<file path="config.mk">
export PLATFORM = sky130hd
export DESIGN_NAME = fetch_sequencer
export DESIGN_NICKNAME = d
export VERILOG_FILES = /design/src/rtl/fetch_pkg.sv /design/src/rtl/fetch_sequencer_next_pc_sel.sv /design/src/rtl/fetch_sequencer.sv
export SDC_FILE = /design/constraint.sdc
export NUM_CORES = 1
export LEC_CHECK = 0
export ABC_CLOCK_PERIOD_IN_PS = 2950
export BUFFER_PORTS_ARGS = -buffer_cell sky130_fd_sc_hd__buf_2
export CAP_MARGIN = 20
export CORE_MARGIN = 8
export CORE_UTILIZATION = 45
export CTS_BUF_LIST = sky130_fd_sc_hd__clkbuf_2
export CTS_CLUSTER_DIAMETER = 50
export DETAILED_ROUTE_END_ITERATION = 7
export PLACE_DENSITY = 0.76
export SETUP_SLACK_MARGIN = 0.2
export SLEW_MARGIN = 20
export SYNTH_ARGS = -nofsm -noshare
export SYNTH_HDL_FRONTEND = slang
export SYNTH_SLANG_ARGS = --single-unit
</file>
<file path="constraint.sdc">
create_clock -name Clk_Core -period 2.95 [get_ports Clk_Core]
set_input_delay 0.59 -clock Clk_Core [delete_from_list [all_inputs] [get_ports Clk_Core]]
set_output_delay 0.59 -clock Clk_Core [all_outputs]
set_load 0.1 [all_outputs]
</file>
<file path="src/rtl/fetch_pkg.sv">
// Shared types and constants for the fetch sequencer.
// State encoding, NOP and default vectors.
package fetch_pkg;

  typedef enum logic [1:0] {
    HALT  = 2'd0,
    FETCH = 2'd1,
    DRAIN = 2'd2
  } fetch_state_t;

  localparam logic [31:0] NOP_INSTR = 32'h0000_0013;

  localparam logic [31:0] DEF_RESET_VECTOR = 32'h0000_0000;
  localparam logic [31:0] DEF_TRAP_VECTOR  = 32'h0000_0100;

endpackage

</file>
<file path="src/rtl/fetch_sequencer_next_pc_sel.sv">
// next_pc_sel: priority select trap > redirect > +4.
// Ports: trap_i, redir_i, target_i, seq_i, pc_i -> next_pc_o, mis_o.
module next_pc_sel
  import fetch_pkg::*;
#(
  parameter int unsigned       DWIDTH      = 32,
  parameter logic [DWIDTH-1:0] TRAP_VECTOR =
    DWIDTH'(DEF_TRAP_VECTOR)
) (
  input  logic              trap_i,
  input  logic              redir_i,
  input  logic [DWIDTH-1:0] target_i,
  input  logic              seq_i,
  input  logic [DWIDTH-1:0] pc_i,
  output logic [DWIDTH-1:0] next_pc_o,
  output logic              mis_o
);

  logic tgt_mis;

  assign tgt_mis = (target_i[1:0] != 2'b00);

  // A trap wins over a misaligned redirect, so no fault then.
  assign mis_o = redir_i && !trap_i && tgt_mis;

  always_comb begin
    next_pc_o = pc_i;
    priority case (1'b1)
      trap_i:  next_pc_o = TRAP_VECTOR;
      redir_i: next_pc_o = tgt_mis ? TRAP_VECTOR
                                   : target_i;
      seq_i:   next_pc_o = pc_i + DWIDTH'(4);
      default: next_pc_o = pc_i;
    endcase
  end

endmodule

</file>
<file path="src/rtl/fetch_sequencer.sv">
// fetch_sequencer: fetch PC, imem request sequencing, decode register.
// Ports: core ctl (Run/Step/Stall/redirect/trap), imem req/ack, Fetch_*.
module fetch_sequencer
  import fetch_pkg::*;
#(
  parameter int unsigned       DWIDTH       = 32,
  parameter logic [DWIDTH-1:0] RESET_VECTOR =
    DWIDTH'(DEF_RESET_VECTOR),
  parameter logic [DWIDTH-1:0] TRAP_VECTOR  =
    DWIDTH'(DEF_TRAP_VECTOR)
) (
  input  logic              Clk_Core,
  input  logic              Rst_Core,
  input  logic              Run,
  input  logic              Step,
  input  logic              Stall,
  input  logic              Redirect_Valid,
  input  logic [DWIDTH-1:0] Redirect_Target,
  input  logic              Trap_Valid,
  output logic              Imem_Req,
  output logic [DWIDTH-1:0] Imem_Addr,
  input  logic              Imem_Ack,
  input  logic [31:0]       Imem_Rdata,
  output logic              Fetch_Valid,
  output logic [DWIDTH-1:0] Fetch_Pc,
  output logic [31:0]       Fetch_Instr,
  output logic [DWIDTH-1:0] Program_Count,
  output logic              Halted,
  output logic              Misaligned_Fault
);

  fetch_state_t state_q, state_d;

  logic [DWIDTH-1:0] pc_q, pc_d;
  logic [DWIDTH-1:0] drain_q, drain_d;
  logic [DWIDTH-1:0] fpc_q, fpc_d;
  logic [31:0]       instr_q, instr_d;
  logic              os_q, os_d;
  logic              fv_q, fv_d;
  logic              mis_q, mis_d;

  logic flush;
  logic req;
  logic ack_f;
  logic seq;

  assign flush = Trap_Valid | Redirect_Valid;

  always_comb begin
    req = 1'b0;
    unique case (state_q)
      HALT:    req = 1'b0;
      FETCH:   req = !(fv_q && Stall);
      DRAIN:   req = 1'b1;
      default: req = 1'b0;
    endcase
  end

  // Only an ack in FETCH delivers an instruction.
  assign ack_f = (state_q == FETCH) && req && Imem_Ack;
  assign seq   = ack_f && !flush;

  next_pc_sel #(
    .DWIDTH      (DWIDTH),
    .TRAP_VECTOR (TRAP_VECTOR)
  ) u_next_pc_sel (
    .trap_i    (Trap_Valid),
    .redir_i   (Redirect_Valid),
    .target_i  (Redirect_Target),
    .seq_i     (seq),
    .pc_i      (pc_q),
    .next_pc_o (pc_d),
    .mis_o     (mis_d)
  );

  always_comb begin
    state_d = state_q;
    os_d    = os_q;
    drain_d = drain_q;
    unique case (state_q)
      HALT: begin
        if (Run) begin
          state_d = FETCH;
        end else if (Step) begin
          state_d = FETCH;
          os_d    = 1'b1;
        end
      end
      FETCH: begin
        if (flush && req && !Imem_Ack) begin
          // Outstanding request must finish at its old address.
          state_d = DRAIN;
          drain_d = pc_q;
        end else if (ack_f && flush) begin
          // Data dropped; a one-shot retries at the new PC.
          if (!Run && !os_q) state_d = HALT;
        end else if (ack_f) begin
          if (!Run || os_q) begin
            state_d = HALT;
            os_d    = 1'b0;
          end
        end
      end
      DRAIN: begin
        if (Imem_Ack) begin
          if (!Run && !os_q) state_d = HALT;
          else               state_d = FETCH;
        end
      end
      default: state_d = HALT;
    endcase
  end

  always_comb begin
    fv_d    = fv_q;
    fpc_d   = fpc_q;
    instr_d = instr_q;
    if (flush) begin
      fv_d = 1'b0;
    end else if (ack_f) begin
      fv_d    = 1'b1;
      fpc_d   = pc_q;
      instr_d = Imem_Rdata;
    end else if (fv_q && !Stall) begin
      fv_d = 1'b0;
    end
  end

  always_ff @(posedge Clk_Core) begin
    if (Rst_Core) begin
      state_q <= HALT;
      pc_q    <= RESET_VECTOR;
      drain_q <= RESET_VECTOR;
      fpc_q   <= '0;
      instr_q <= NOP_INSTR;
      os_q    <= 1'b0;
      fv_q    <= 1'b0;
      mis_q   <= 1'b0;
    end else begin
      state_q <= state_d;
      pc_q    <= pc_d;
      drain_q <= drain_d;
      fpc_q   <= fpc_d;
      instr_q <= instr_d;
      os_q    <= os_d;
      fv_q    <= fv_d;
      mis_q   <= mis_d;
    end
  end

  assign Imem_Req         = req;
  assign Imem_Addr        = (state_q == DRAIN) ? drain_q : pc_q;
  assign Fetch_Valid      = fv_q;
  assign Fetch_Pc         = fpc_q;
  assign Fetch_Instr      = instr_q;
  assign Program_Count    = pc_q;
  assign Halted           = (state_q == HALT);
  assign Misaligned_Fault = mis_q;

endmodule

</file>
* Yosys cells after proc, flatten, opt, wreduce, memory -nomap -nowiden *
Index checks and enable logic that the tools add are counted.

word-level totals
  bits in registers = 133
  input bits = 72
  output and inout bits = 132

cells by class
  add/sub/neg operators = 1
  eq/ne operators = 13
  mux-type cells = 25
  bitwise logic cells = 2
  reductions and logical operators = 31

operators with widths
  operator                                                                  number
  32-bit two-way mux                                                        4
  32-bit by 3-bit adder with 32-bit output (second input constant)          1
  2-bit two-way mux                                                         8
  2-bit inequality test (second input constant)                             6
  1-bit logical AND                                                         11
  1-bit two-way mux                                                         9
  9-bit two-way mux                                                         1
  2-bit nonzero test                                                        4
  1-bit zero test                                                           7
  7-bit AND reduction                                                       1
  2-bit one-hot mux with 3 select lines                                     1
  5-bit AND reduction                                                       1
  4-bit by 1-bit inequality test with 1-bit output (second input constant)  1
  4-bit by 2-bit inequality test with 1-bit output (second input constant)  1
  4-bit by 3-bit inequality test with 1-bit output (second input constant)  1
  1-bit one-hot mux with 2 select lines                                     2
  2-bit AND reduction                                                       2
  2-bit OR reduction                                                        2
  3-bit inequality test (second input constant)                             1
  3-bit nonzero test                                                        1
  2-bit by 1-bit equality test with 1-bit output (second input constant)    1
  2-bit equality test (second input constant)                               1
  2-bit zero test                                                           1
  2-bit by 1-bit inequality test with 1-bit output (second input constant)  1
  other kinds (3)                                                           3

* Depth between registers and ports, before layout *
Gate-level depths: netlist of the first run.

  word-level depth = 9
  mapped depth = 10
  mapped depth without buffers = 7

* By module *
From an unflattened synthesis of the first run, not the netlist that was laid out.

second synthesis, totals
  cell total of the unflattened synthesis = 753
  area, all modules = 6,079.6 µm²

by module, submodules not included
  module           times used  cells an instance  area an instance (µm²)  sequential area each (µm²)
  fetch_sequencer  1           566                4,947.2                 2,662.6
  next_pc_sel      1           187                1,132.3                 0.0

* Worst setup path after synthesis of the first run *
No wires, ideal clock.

  kind = register to output
  start point = reg pc_q[6] (netlist: Program_Count[6])
  end point = out Imem_Addr[6]
  data arrival time = 3.346 ns
  required time = 2.360 ns
  slack = -0.986 ns
  stages on the path, launching flop included = 3
  path buffers = 0
  cells stage by stage = dfxtp_1 -> inv_1 -> o21ai_0

between the ends
  longest elaborated chain between the ends = 1

RTL lines
  element                 RTL line                text
  from (decl)             fetch_sequencer.sv:34   logic [DWIDTH-1:0] pc_q, pc_d;
  from (signal assigned)  fetch_sequencer.sv:141  pc_q <= pc_d;
  32-bit two-way mux      fetch_sequencer.sv:152  assign Imem_Addr = (state_q == DRAIN) ? drain_q : pc_q;
  to (decl)               fetch_sequencer.sv:21   output logic [DWIDTH-1:0] Imem_Addr,

No other way between the ends.

* Worst setup path in the final report of the first run *
  start point = reg state_q[0]
  end point = out Imem_Addr[26]

between the ends
  longest elaborated chain between the ends = 2

RTL lines
  element                 RTL line                text
  from (decl)             fetch_sequencer.sv:32   fetch_state_t state_q, state_d;
  from (signal assigned)  fetch_sequencer.sv:140  state_q <= state_d;
  2-bit equality test     fetch_sequencer.sv:152
  32-bit two-way mux      fetch_sequencer.sv:152

No other way between the ends.

==> results.py, run 1 <==
metrics = {
    "status": {
        "status": "completed",
    },
    "layout": {
        "drive_above_1_share": 0.331,
        "fin_area_um2": 8000,
        "num-fill-cells": 1084,
        "final_nets": 1021,
        "syn_to_final_growth_pct": 36.5,
    },
    "global_route": {
        "antenna_found_initial": 3,
        "grt_usage": 0.225,
        "grt_pass1_vias": 5679,
        "grt_pass1_wl_um": 29900,
        "grt_max_degree": 102,
        "grt-ovfl-total": 0,
    },
    "sta": {
        "finalCriticalPeriod_ns": 2.67,
        "finalClockSkew_ns": 0.0296,
        "setup_viol": 0,
        "worst_slew_pin_slew_ns": 1.05,
        "hold_viol_final": 0,
        "slew_viol_final": 0,
        "holdWs_ns": 0.0983,
        "tns_ns": 0,
        "timing.final.crit_share": 0.904,
        "relSlewSlack": 0.299,
        "fmax_mhz": 375,
        "setup_ws_ns": 0.282,
        "rsz0062_at_grt": "true",
    },
    "cts": {
        "clock_tree.root_cell": "clkbuf_2",
        "clockBufferDepth": 2,
        "tritoncts": "built",
        "clk_latency_ns": 0.68,
        "cts_htree_levels": 4,
        "clk_pin_slew_worst_paths_ns": 0.20,
        "clock-sinks": 133,
        "cts_made_buffers": 17,
    },
    "yosys": {
        "ys_async_sr_fraction": 0,
        "synthFlopType": "dfxtp_1",
        "synth_fp_nets": 815,
        "synth_top_area_share": 0.454,
        "synth-edff-count": 0,
        "ys_top_cells_by_area": "dfxtp_1 45%, nand2_1 14%, a21oi_1 9.8%",
        "synth.largest_area_cell": "dfxtp_1",
        "avgSynthCellArea_um2": 7.94,
        "synth_area_um2": 5860,
        "postSynthCellCount": 738,
        "yosys_warnings": 0,
        "synth_seq_cells": 133,
        "synth.most_common_cell": "nand2_1",
        "seq_area_frac_synth": 0.454,
        "synth_cell_types": 60,
        "synth_commonest_cells": "220 x nand2_1, 133 x dfxtp_1, 115 x a21oi_1",
    },
    "critical_path": {
        "startpoint_type": "flop",
        "worstSetupEndpointType": "primary output",
        "worstPathArrival_ns": 2.08,
        "crit_type": "reg2out",
        "crit_fanout": 4,
        "worst_ep_required_time_ns": 2.36,
    },
    "floorplanning": {
        "pin_count": 204,
        "dieArea_um2": 16900,
        "core_area_um2": 12700,
        "dieWidth_um": 130,
        "rows": 41,
        "dieHeight_um": 130,
        "initial_core_util": 0.463,
    },
    "placement": {
        "pre_cts_ws_ns": 0.471,
        "hpwl_um": 13300,
        "port_buffers": 203,
        "gp_congestion": 0.896,
        "place_area_um2": 7130,
    },
    "drt": {
        "route.detailed.wl_per_inst_um": 17.5,
        "vias_per_cell": 5.37,
        "first_iter_violations": 646,
        "vias": 6064,
        "firstDrtPassIters": 5,
        "ant_nets": 0,
        "routed_wl_um": 19700,
        "drc_errors": 0,
    },
    "hold_path": {
        "hold_class": "in2reg",
    },
    "power_and_ir_drop": {
        "leakage_nw": 3.29,
        "power_density_nw_per_um2": 441,
        "total_power_mw": 3.53,
        "ir_drop_v": 0.000283,
    },
    "job": {
        "drv_cap": 0,
    },
}
power breakdown:
group          switching [mW]  internal, mW
combinational           0.514         0.218
clock                   0.649         0.295
sequential             0.0268          1.83
worst paths after layout:
path	cells after the start	slack (ns)	startpoint	endpoint
worst min-delay path	3	0.1	Imem_Rdata[4]	Fetch_Instr[4]
worst max register to register	7	0.39	state_q[0]	Program_Count[23]
worst max-delay path	6	0.28	state_q[0]	Imem_Addr[26]
worst min register to register	2	0.46	Fetch_Instr[10]	Fetch_Instr[10]
layer usage:
metal	vias up	GRT usage	wire [µm]	share of wire
met1	2819	0.274	8360	0.42
met3	31	0.0832	1850	0.094
met4	4	0.0738	437	0.022
met2	242	0.361	9060	0.46
li1	2968	-	-	-
met5	-	0	20	0.0010
stage by stage:
| stage | util | cells |
|---|---|---|
| 2_1_floorplan | - | 738 |
| 3_3_place_gp | 0.563 | 1086 |
| 3_5_place_dp | 0.563 | 1086 |
| 4_1_cts | 0.603 | 1123 |
| 5_1_grt | 0.631 | 1129 |
| 6_report | 0.631 | 1129 |
repair_timing:
item | in CTS | in global routing
setup buffers | 3 | 2
setup endpoints to repair | 33 | 31
gates resized for setup | 69 | 65
pin swaps | 0 | 1
hold endpoints to repair | 0 | 1
cloned | 3 | 2
hold buffers | 0 | 1
state kept, by name, summed over array words and instances (netlist names), named ones only:
signal,flops
Fetch_Instr,32
Fetch_Pc,32
Fetch_Valid,1
Misaligned_Fault,1
Program_Count,30
drain_q,32
os_q,1
state_q,2
kinds of logic after synthesis:
kind of cell | count (synthesis) | synth area share
AOI/OAI and AO/OA | 179 | 0.180
buffers and inverters | 63 | 0.0429
xor gates and xnor gates | 9 | 0.0135
DFF | 133 | 0.454
and+or+nand+nor | 315 | 0.235
muxes | 34 | 0.0645
adders and majority gates | 5 | 0.0107
layout by cell type, fill, tap and decap left out, drive strengths merged, types with 5 or more instances in the layout:
master,n
ha,5
clkbuf,22
nand4,13
nor3,13
inv,9
o21ai,13
dfxtp,133
and2,6
nand2,220
a31oi,8
mux2,30
a21oi,115
xnor2,7
buf,237
nor2,23
nand3,12
o31ai,5
and4,5
clkinv,7
final cells by class:
class | instances | area [µm²] | share of cell area
multi-input cells | 542 | 3080 | 0.385
flip-flops and latches | 133 | 2670 | 0.333
repair buffers | 240 | 1810 | 0.226
well taps | 172 | 215 | 0.0269
clock buffers | 20 | 100 | 0.0125
clock inverters | 11 | 87.6 | 0.0109
inverters | 10 | 37.5 | 0.00469
diodes | 1 | 2.50 | 0.000313
critical path, stage by stage (launching register included):
cell	delay [ns]
dfxtp_2	0.36
inv_2	0.07
ha_4	0.20
buf_12	0.14
clkbuf_16	0.15
mux2_4	0.32
buf_12	0.17
Note: power is estimated with default switching activity, not from simulation.
==> run 2, diff against run 1 <==
- ABC_AREA: not set -> 1
- PLACE_DENSITY: 0.76 -> 0.75
==> results.py, run 2 <==
metrics = {
    "floorplanning": {
        "dieWidth_um": 133,
        "core_area_um2": 13300,
        "pin_count": 204,
        "initial_core_util": 0.462,
        "dieHeight_um": 133,
        "rows": 42,
        "dieArea_um2": 17700,
    },
    "global_route": {
        "grt_max_degree": 71,
        "grt-ovfl-total": 0,
        "grt_pass1_vias": 6047,
        "grt_usage": 0.229,
        "antenna_found_initial": 1,
        "grt_pass1_wl_um": 32500,
    },
    "yosys": {
        "synth_top_family_by_area": "simple AND/OR/NAND/NOR gates",
        "synth_area_um2": 6150,
        "seq_area_frac_synth": 0.433,
        "synth_compound_area_frac": 0.208,
        "synth.most_common_cell": "nor2_1",
        "ys_top_cells_by_area": "dfxtp_1 43%, o21ai_0 10%, nor2_1 9.5%",
        "avgSynthCellArea_um2": 7.07,
        "synth.area.mux_share": 0,
        "synth_top_area_share": 0.433,
        "synth_cell_types": 40,
        "yosys_warnings": 0,
        "postSynthCellCount": 870,
        "synth_seq_cells": 133,
        "synth.largest_area_cell": "dfxtp_1",
        "synth-edff-count": 0,
        "synth_fp_nets": 947,
        "synth-simple-area-share": 0.249,
        "synthFlopType": "dfxtp_1",
        "synthAdderAreaFrac": 0.0102,
        "synth_commonest_cells": "156 x nor2_1, 143 x nand2_1, 133 x dfxtp_1",
        "synth_xor_area_frac": 0.0142,
        "ys_async_sr_fraction": 0,
    },
    "layout": {
        "syn_to_final_growth_pct": 27.2,
        "layout_common_cells": "170 x buf_2, 156 x nor2_1, 142 x nand2_1, 131 x dfxtp_1, 98 x a21oi_1",
        "final_common_cell": "buf_2",
        "final_cells": 1242,
        "fin_util": 0.588,
        "final_nets": 1130,
        "num-fill-cells": 1293,
        "drive_above_1_share": 0.279,
    },
    "status": {
        "status": "completed",
    },
    "drt": {
        "drc_errors": 0,
        "vias_per_cell": 5.30,
        "ant_nets": 0,
        "route.detailed.wl_per_inst_um": 16.8,
        "routed_wl_um": 20900,
        "vias": 6587,
        "firstDrtPassIters": 8,
        "first_iter_violations": 641,
    },
    "power_and_ir_drop": {
        "leakage_nw": 3.56,
        "power_density_nw_per_um2": 565,
        "ir_drop_v": 0.000260,
        "total_power_mw": 4.42,
    },
    "critical_path": {
        "r2r_setup_slack_ns": 0.76,
        "slowest_delay_ns": 0.41,
        "rr_worst_depth": 12,
        "startpoint_type": "flop",
        "crit_fanout": 18,
        "worstSetupEndpointType": "primary output",
        "r2r_end": "Program_Count[24]",
        "crit_path_cell_trace": "inv_2 > ha_4 > clkbuf_16 > o21ai_2 > buf_4",
        "r2r-start": "state_q[0]",
        "worst_ep_required_time_ns": 2.36,
        "worstPathArrival_ns": 2.04,
        "crit_type": "reg2out",
        "cp_slowest_cell": "dfxtp_2",
    },
    "sta": {
        "setup_ws_ns": 0.319,
        "finalClockSkew_ns": 0.0191,
        "slew_viol_final": 0,
        "hold_viol_final": 0,
        "setup_viol": 0,
        "fmax_mhz": 380,
        "timing.final.crit_share": 0.892,
        "worst_slew_pin_slew_ns": 0.800,
        "relSlewSlack": 0.466,
        "finalCriticalPeriod_ns": 2.63,
        "rsz0062_at_grt": "false",
    },
    "placement": {
        "placed_cells": 1209,
        "hpwl_um": 14900,
        "port_buffers": 203,
        "pre_cts_ws_ns": 0.370,
        "gp_congestion": 0.946,
    },
    "cts": {
        "clk_latency_ns": 0.71,
        "clock_tree.root_cell": "clkbuf_2",
        "clock-sinks": 133,
        "cts_hold_buf": 0,
        "clockBufferDepth": 2,
        "clk_pin_slew_worst_paths_ns": 0.17,
        "cts_htree_levels": 4,
        "cts_made_buffers": 17,
        "post_cts_buffers": 0,
        "tritoncts": "built",
    },
    "hold_path": {
        "holdPathEnd": "Fetch_Instr[16]",
        "hold_class": "in2reg",
        "whs_path_depth": 3,
        "hold_path_startpoint": "Imem_Rdata[16]",
    },
    "job": {
        "drv_cap": 0,
    },
}
## run 2: cell types whose count changed in the layout (fill, tap and decap cells not counted), sizes merged, moves of 23 or more
cell	previous run	this run
buf	237	214
inv	9	60
mux2	30	0
nand2	220	146
nor2	23	166
o21ai	13	128
## run 2: worst max-delay path: cells and delay by family (launching register included)
family / cells / cell delay, ns
flops: 1 / 0.41
buf+inv: 3 / 0.58
fa+ha+maj: 1 / 0.20
compound gates: 1 / 0.15
## run 2: what timing repair did
item                       4_1_cts  5_1_grt
hold endpoints to repair         0        0
gates resized for setup         38       32
gates cloned                     0        1
setup endpoints to repair       30       45
## run 2: area by class of cell
| type | count | area [µm²] | share of cell area |
|---|---|---|---|
| clock inverter | 8 | 83.8 | 0.0107 |
| inverter | 62 | 235 | 0.0301 |
| multi-input combinational | 624 | 3090 | 0.395 |
| tap | 176 | 220 | 0.0282 |
| clock buffer | 23 | 115 | 0.0147 |
| antenna | 1 | 2.50 | 0.000320 |
| timing repair buffer | 215 | 1400 | 0.180 |
| sequential | 133 | 2670 | 0.341 |
## run 2: worst max-delay path by stage
stage / slack [ns] / end / startpoint
after floorplan: -0.47 / Imem_Addr[13] / state_q[0]
after global placement: 0.43 / Program_Count[24] / Stall
after detailed placement: 0.37 / Program_Count[24] / state_q[1]
after CTS: 0.07 / Imem_Addr[7] / state_q[0]
after global routing: 0.21 / Imem_Addr[30] / state_q[0]
final: 0.32 / Imem_Addr[30] / state_q[0]
## run 2: power by group
group | internal [mW] | switching (mW) | leakage (nW)
registers | 1.86 | 0.0619 | 1.08
logic | 0.376 | 1.11 | 2.35
clock network | 0.390 | 0.623 | 0.136
total | 2.62 | 1.79 | 3.56
## run 2: per-layer routing
layer  track usage  share of wire
met3        0.0708          0.085
met2         0.352           0.46
met4        0.0839          0.028
met5             0              0
met1         0.294           0.43
## run 2: logic make-up after synthesis
group           after synthesis
simple gates                364
compound gates              245
flops                       133
buf+inv                     113
xor+xnor                     10
fa+ha+maj                     5
## run 2: stage by stage
step           hold slack, ns  instance area [µm²]  TNS (ns)
6_report               0.0968                 7820         0
5_1_grt                0.0351                 7820         0
4_1_cts                0.0358                 7670         0
3_5_place_dp            0.442                 7370         0
3_3_place_gp            0.439                 7370         0
2_1_floorplan           0.425                 6250     -1.71
